### src/rtl/lector_teclado.sv
// Row-side keypad receiver: aligns rows with the scanned column, accumulates
// per-frame hits and debounces whole frames into single key events.
module lector_teclado #(
  parameter int DEB_FRAMES = 3,
  parameter int CNT_W      = 3
) (
  input  logic       clk,
  input  logic       rst_n,
  input  logic [3:0] col,
  input  logic [3:0] fil,
  output logic [3:0] key_code,
  output logic       key_valid,
  output logic       key_held
);

  typedef enum logic [1:0] {IDLE, CAND, PRESSED, REL} state_t;

  localparam logic [CNT_W-1:0] DEB_C = CNT_W'(DEB_FRAMES);

  logic [3:0] fil_s1, fil_s, fil_sd;
  logic [3:0] col_d1, col_d2, col_d3;

  state_t           state, state_n;
  logic [CNT_W-1:0] cnt, cnt_n, cnt_inc;
  logic [3:0]       cand, cand_n;
  logic             accept;

  logic       acc_hit, acc_multi;
  logic [3:0] acc_code;
  logic       s_hit, s_multi;
  logic [3:0] s_code;

  logic       phase_evt, col_ok, frame_end;
  logic [1:0] col_idx, row_idx;
  logic       row_one, row_multi;
  logic       res_single, res_none;

  // fil_sd is fil_s one cycle later so the row data matches col_d3,
  // the last settled cycle of the phase that is ending.
  always_ff @(posedge clk) begin
    if (!rst_n) begin
      fil_s1 <= '1;
      fil_s  <= '1;
      fil_sd <= '1;
      col_d1 <= '1;
      col_d2 <= '1;
      col_d3 <= '1;
    end else begin
      fil_s1 <= fil;
      fil_s  <= fil_s1;
      fil_sd <= fil_s;
      col_d1 <= col;
      col_d2 <= col_d1;
      col_d3 <= col_d2;
    end
  end

  always_comb begin
    col_ok  = 1'b1;
    col_idx = '0;
    case (col_d3)
      4'b1110: col_idx = 2'd0;
      4'b1101: col_idx = 2'd1;
      4'b1011: col_idx = 2'd2;
      4'b0111: col_idx = 2'd3;
      default: col_ok  = 1'b0;
    endcase
  end

  always_comb begin
    row_one   = 1'b1;
    row_multi = 1'b0;
    row_idx   = '0;
    case (fil_sd)
      4'b1111: row_one = 1'b0;
      4'b1110: row_idx = 2'd0;
      4'b1101: row_idx = 2'd1;
      4'b1011: row_idx = 2'd2;
      4'b0111: row_idx = 2'd3;
      default: begin
        row_one   = 1'b0;
        row_multi = 1'b1;
      end
    endcase
  end

  assign phase_evt = (col_d2 != col_d3);
  assign frame_end = phase_evt && col_ok && (col_d3 == 4'b0111);

  // Accumulator as it stands after folding in the current phase sample.
  always_comb begin
    s_hit   = acc_hit;
    s_multi = acc_multi;
    s_code  = acc_code;
    if (row_multi) begin
      s_multi = 1'b1;
    end else if (row_one) begin
      if (acc_hit) begin
        s_multi = 1'b1;
      end else begin
        s_hit  = 1'b1;
        s_code = {row_idx, col_idx};
      end
    end
  end

  assign res_single = s_hit && !s_multi;
  assign res_none   = !s_hit && !s_multi;

  always_ff @(posedge clk) begin
    if (!rst_n) begin
      acc_hit   <= 1'b0;
      acc_multi <= 1'b0;
      acc_code  <= '0;
    end else if (phase_evt) begin
      if (!col_ok || frame_end) begin
        acc_hit   <= 1'b0;
        acc_multi <= 1'b0;
        acc_code  <= '0;
      end else begin
        acc_hit   <= s_hit;
        acc_multi <= s_multi;
        acc_code  <= s_code;
      end
    end
  end

  always_ff @(posedge clk) begin
    if (!rst_n) begin
      state     <= IDLE;
      cnt       <= '0;
      cand      <= '0;
      key_code  <= '0;
      key_valid <= 1'b0;
    end else begin
      state     <= state_n;
      cnt       <= cnt_n;
      cand      <= cand_n;
      key_valid <= accept;
      if (accept) key_code <= cand;
    end
  end

  assign cnt_inc = (cnt == DEB_C) ? cnt : cnt + 1'b1;

  always_comb begin
    state_n = state;
    cnt_n   = cnt;
    cand_n  = cand;
    accept  = 1'b0;
    if (frame_end) begin
      case (state)
        IDLE: begin
          if (res_single) begin
            state_n = CAND;
            cand_n  = s_code;
            cnt_n   = 'd1;
          end
        end
        CAND: begin
          if (res_single && s_code == cand) begin
            cnt_n = cnt_inc;
            if (cnt_inc == DEB_C) begin
              state_n = PRESSED;
              accept  = 1'b1;
            end
          end else if (res_single) begin
            cand_n = s_code;
            cnt_n  = 'd1;
          end else begin
            state_n = IDLE;
            cnt_n   = '0;
          end
        end
        PRESSED: begin
          if (res_none) begin
            state_n = REL;
            cnt_n   = 'd1;
          end
        end
        REL: begin
          if (res_none) begin
            cnt_n = cnt_inc;
            if (cnt_inc == DEB_C) state_n = IDLE;
          end else begin
            state_n = PRESSED;
            cnt_n   = '0;
          end
        end
        default: state_n = IDLE;
      endcase
    end
  end

  always_comb begin
    key_held = (state == PRESSED) || (state == REL);
  end

endmodule

### config.mk
export PLATFORM = sky130hd
export DESIGN_NAME = lector_teclado
export DESIGN_NICKNAME = d
export VERILOG_FILES = /design/src/rtl/lector_teclado.sv
export SDC_FILE = /design/constraint.sdc
export NUM_CORES = 1
export LEC_CHECK = 0
export ABC_AREA = 1
export BUFFER_PORTS_ARGS = -buffer_cell sky130_fd_sc_hd__buf_4
export CORE_AREA = 2 2 65 67
export DETAILED_ROUTE_END_ITERATION = 6
export DIE_AREA = 0 0 67 69
export GPL_TIMING_DRIVEN = 0
export PLACE_DENSITY = 0.76
export REMOVE_ABC_BUFFERS = 1
export SETUP_SLACK_MARGIN = 0.4
export SLEW_MARGIN = 10
export SYNTH_ARGS = -nofsm -noshare
export SYNTH_HDL_FRONTEND = slang
export SYNTH_SLANG_ARGS = --single-unit
### constraint.sdc
create_clock -name clk -period 2.3 [get_ports clk]
set_input_delay 0.115 -clock clk [delete_from_list [all_inputs] [get_ports clk]]
set_output_delay 0.115 -clock clk [all_outputs]
set_load 0.005 [all_outputs]
After elaboration in Yosys (flattened, before gate mapping)
Index checks and enable logic that the tools add are counted.

word-level totals
  bits of input ports = 10
  logic and storage cells = 92
  register bits = 44
  output and inout bits = 6

operators by class
  reductions and logical operators = 18
  mux-type cells = 37
  eq/ne operators = 22
  add/subtract/negate cells = 1

operators with widths
  operator               number
  $eq A4 B4 Y1 const B   7
  $mux W4                6
  $mux W3                5
  $mux W1                14
  $mux W2                7
  $pmux W2 S3            2
  $pmux W3 S4            1
  $ne A3 B3 Y1 const B   3
  $eq A4 B3 Y1 const B   2
  $pmux W2 S4            1
  $pmux W4 S2            1
  $reduce_or A4 Y1       2
  $eq A3 B2 Y1 const B   2
  $ne A2 B2 Y1 const B   3
  $reduce_and A3 Y1      2
  $reduce_and A6 Y1      1
  $logic_and A1 B1 Y1    5
  $reduce_or A5 Y1       1
  $eq A2 B2 Y1 const B   2
  $eq A4 B4 Y1           1
  $ne A4 B4 Y1           1
  $add A3 B1 Y3 const B  1
  $logic_not A1 Y1       3
  $eq A2 B1 Y1 const B   1
  3 further kinds        4

Longest topological paths before layout
  word-level depth = 11
  mapped depth = 16
  gate-level depth less buffers = 16

Least setup slack after synthesis
OpenSTA, ideal clock, no wires.

  path type = reg-to-reg
  start point = reg fil_sd[3]
  end point = reg state[0]
  path buffers = 0
  setup time = 0.115 ns
  cell stages (with the launch flop) = 16
  clock period less this slack = 1.588 ns
  setup slack = 0.712 ns
  data required time = 2.185 ns
  arrival = 1.473 ns
  cell sequence = dfxtp_1 inv_1 nand2_2 nand2_1 nor2_2 nor2_1 nor2_4 nand3_4 nand2_2 nand2_2 inv_2 nand2_2 a21oi_4 nand3_1 nand2_1 nor2_1

between the ends
  longest elaborated chain between the ends = 10
  elaborated cells on any way between the ends = 31
  classes of those cells = 11 x eq/ne; 12 x mux; 8 x reduce/logical

ends and longest elaborated chain
  item                                                                        line  RTL
  start: declaration                                                          20    logic [3:0] fil_s1, fil_s, fil_sd;
  start signal: assignment                                                    51    fil_sd <= fil_s;
  parallel branches: the longest is 10 deep, another holds $reduce_and A6 Y1  --
  end signal: assignment                                                      136   state <= state_n;
  end: declaration                                                            23    state_t state, state_n;

Parallel ways; which one is timed is not known.
A chain may end at the register's enable or synchronous reset.

Worst setup path after layout
  start point = reg fil_sd[1]
  end point = reg cand[0]

between the ends
  longest elaborated chain between the ends = 10
  elaborated cells on any way between the ends = 25
  classes of those cells = 7 x eq/ne; 12 x mux; 6 x reduce/logical

ends and longest elaborated chain
  item                                                                   line  RTL
  parallel branches: the longest is 10 deep, another holds $eq A4 B3 Y1  --
  end signal: assignment                                                 138   cand <= cand_n;
  end: declaration                                                       25    logic [3:0] cand, cand_n;

Parallel ways; which one is timed is not known. The select of a mux whose other input is x is not followed.

==> flow_summary.yaml <==
run_status:
  status: "complete, no violations"
logic_synthesis:
  synthesis.yosys.warnings: 0
  yosys.area.top_type_share_pct: 39.2
  seq_area_frac_synth_pct: 39.2
  post_synth_main_area_contributors: "sky130_fd_sc_hd__dfxtp_1 (39%), sky130_fd_sc_hd__nand2_1 (11%), sky130_fd_sc_hd__inv_1 (7.0%), sky130_fd_sc_hd__or2_2 (6.1%), sky130_fd_sc_hd__nand3_1 (4.2%)"
  synthCells: 299
  ys.flop_type: "sky130_fd_sc_hd__dfxtp_1"
  syn_area_per_cell_um2: 7.51
  synth_area_um2: 2240
  most_repeated_cell_in_the_gate_level_netlist_after_synthesis: "sky130_fd_sc_hd__nand2_1"
  ranking_of_synthesized_cells_by_instance_count: "sky130_fd_sc_hd__nand2_1 (66), sky130_fd_sc_hd__dfxtp_1 (44), sky130_fd_sc_hd__inv_1 (42)"
  async_reset_ff_share_pct: 0
  unique_masters_post_synth: 32
  synth_seq_cells: 44
  yosys.area.top_type: "sky130_fd_sc_hd__dfxtp_1"
  synth_enable_flop_cells: 0
grt:
  number_of_global_route_vias_before_repair: 1690
  track_usage_pct: 19.7
  grt_remaining_overflow: 0
  antenna_found_initial: 0
  grt_start_max_net_pins: 36
  grt_pass1_wl_um: 7020
finish:
  area_growth_synth_to_finish_pct: 18.1
  multi_input_comb_area_um2: 1200
  layout-drive-gt1-share_pct: 31.8
  fin_nets: 337
  num-fill-cells: 342
  antenna_cells: 0
  ff_latch_area_um2: 898
cts:
  clock_tree.buffer_depth: 2
  clock_tree.root_cell: "sky130_fd_sc_hd__clkbuf_8"
  path_clk_slew_ps: 80
  clock_buffer_count_from_cts: 5
  tritoncts: "yes"
  cts.sink_count: 44
  clock_insertion_delay_worst_skew_ps: 300
  cts.htree.levels: 2
critical_path:
  critical_path_required_ps: 2500
  critPathMaxFanout: 8
  startpoint_type: "register"
  critPathKind: "reg2reg"
  timing.critical_path.to_type: "register"
  arrival_ps: 1990
floorplanning:
  chipHeight_um: 69
  fp.coreArea_um2: 3910
  num_io_pins: 16
  chipWidth_um: 67
  die-area_um2: 4620
  floorplan.initialDensity_pct: 57.4
  std_cell_rows: 23
timing:
  min_period_ps: 1790
  largest_clock_skew_in_the_final_design_ps: 3.69
  worst-slew-pin-transition_ps: 897
  final.period_utilization_pct: 78.0
  timing.slew.headroom_pct: 40.1
  finalSetupViolations: 0
  timing.final.max_slew_violations: 0
  max_clock_freq_mhz: 558
  tns_ps: 0
  rsz0062_at_grt: "true"
  final_hold_viol_count: 0
route:
  avgViaCountPerCell: 4.86
  drtIter0Drc: 48
  drc: 0
  drt.antenna.violating_nets: 0
  drt_pre_antenna_iters: 4
  wl_cell_um: 11.3
  totalWireLength_um: 4250
  vias: 1831
hold_path:
  timing.hold.worst.class: "in2reg"
power:
  static-leakage-power_uw: 0.00124
  power_per_cell_area_nw_per_um2: 573
  vdd.ir_drop.worst_mv: 0.448
  fin_total_pwr_uw: 1520
placement:
  gp_routability_congestion: 0.809
  portBuffers: 15
  detailedPlacementHpwl_um: 2760
run:
  max_capacitance_violation_count: 0
==> cell type report <==
type	instances	area share, %
multi-input combinational	202	45.3
sequential	44	33.9
timing repair buffer	26	8.12
inverter	47	6.65
clock buffer	6	3.11
tap	50	2.36
clock inverter	2	0.566
==> per-stage QoR <==
step | utilization (%) | std cells | hold WS, ps | area, µm² | worst slack [ps]
2_1_floorplan | - | 293 | 184 | 2210 | 712
5_1_grt | 67.7 | 377 | 82.4 | 2650 | 378
3_3_place_gp | 61.0 | 358 | 302 | 2390 | 542
3_5_place_dp | 61.0 | 358 | 305 | 2390 | 491
4_1_cts | 65.5 | 374 | 77.4 | 2560 | 439
6_report | 67.7 | 377 | 75.4 | 2650 | 507
==> path summary, 6_finish.rpt <==
check	cells past startpoint	slack [ps]	endpoint	from
setup / recovery	14	510	cand[0]	fil_sd[1]
hold / removal	2	80	col_d3[0]	rst_n
setup reg to reg	14	510	cand[0]	fil_sd[1]
hold reg to reg	1	420	fil_s[3]	fil_s1[3]
==> where the power goes <==
part	switching (µW)	internal, µW	leakage [µW]
combinational	128	84.0	0.000835
clock	276	243	0.0000434
sequential	10.1	778	0.000358
total	414	1110	0.00124
==> flip-flops by register name, summed over array words and instances, names as in the netlist, 2 cells and up <==
signal	flops
col_d3	4
state	2
col_d2	4
fil_s	4
fil_s1	4
col_d1	4
acc_code	4
cand	4
fil_sd	4
key_code	4
cnt	3
==> cell families after synthesis <==
logic type               count (synthesis)  synth area share (%)
multiplexers                             1                 0.502
flip-flops                              44                  39.2
adder cells (fa/ha/maj)                  1                 0.557
buffers and inverters                   53                  9.36
XOR/XNOR                                 3                  1.17
AO/OA/AOI/OAI                           26                  6.80
AND/OR/NAND/NOR                        171                  42.4
==> critical path, stage by stage, from the launching register on <==
cell and delay [ps]:
sky130_fd_sc_hd__dfxtp_4 370, sky130_fd_sc_hd__inv_1 70, sky130_fd_sc_hd__nand2_1 80, sky130_fd_sc_hd__nand3_4 130
sky130_fd_sc_hd__nand2_8 90, sky130_fd_sc_hd__nand2_4 80, sky130_fd_sc_hd__nand2_1 80, sky130_fd_sc_hd__nand3_2 70
sky130_fd_sc_hd__nand2_2 100, sky130_fd_sc_hd__nor2_4 180, sky130_fd_sc_hd__nand4_4 110, sky130_fd_sc_hd__nand3_4 150
sky130_fd_sc_hd__nand2_1 70, sky130_fd_sc_hd__nand2_1 70, sky130_fd_sc_hd__nor2_1 50
==> per-layer routing <==
layer / GRT usage (%) / vias up / wire length (µm)
met3: 4.57 / 6 / 126
met5: 0 / - / 0
met2: 33.8 / 20 / 2190
met4: 7.26 / 0 / 65
met1: 23.3 / 824 / 1870
li1: - / 981 / -
==> repair_timing <==
action,in CTS,in global routing
gates resized for setup,0,25
setup endpoints to repair,0,13
endpoints found under the hold margin,8,0
hold buffers,8,0
buffers inserted,0,3
==> cell usage in the layout (no fill, tap or decap), types with 2 or more instances in the layout <==
cell type	netlist	routed
sky130_fd_sc_hd__dlygate4sd3_1	0	8
sky130_fd_sc_hd__inv_2	4	6
sky130_fd_sc_hd__buf_4	1	18
sky130_fd_sc_hd__nand2_2	14	14
sky130_fd_sc_hd__nand3_1	19	18
sky130_fd_sc_hd__or2_2	22	22
sky130_fd_sc_hd__nand2_1	66	63
sky130_fd_sc_hd__nor3_1	2	2
sky130_fd_sc_hd__clkbuf_8	0	6
sky130_fd_sc_hd__o21ai_0	3	3
sky130_fd_sc_hd__nor2_1	25	23
sky130_fd_sc_hd__nor2_4	5	6
sky130_fd_sc_hd__dfxtp_1	44	36
sky130_fd_sc_hd__nand4_4	1	2
sky130_fd_sc_hd__inv_1	42	40
sky130_fd_sc_hd__dfxtp_4	0	3
sky130_fd_sc_hd__nand3_2	4	5
sky130_fd_sc_hd__nand2_4	0	3
sky130_fd_sc_hd__nand3_4	4	4
sky130_fd_sc_hd__xor2_1	3	3
sky130_fd_sc_hd__dfxtp_2	0	5
sky130_fd_sc_hd__nor2_2	2	3
sky130_fd_sc_hd__a21oi_1	17	17
sky130_fd_sc_hd__clkinvlp_4	0	2
sky130_fd_sc_hd__nand4_1	2	2
sky130_fd_sc_hd__o21a_1	4	4
No activity file was read; power rests on OpenSTA's default activity.
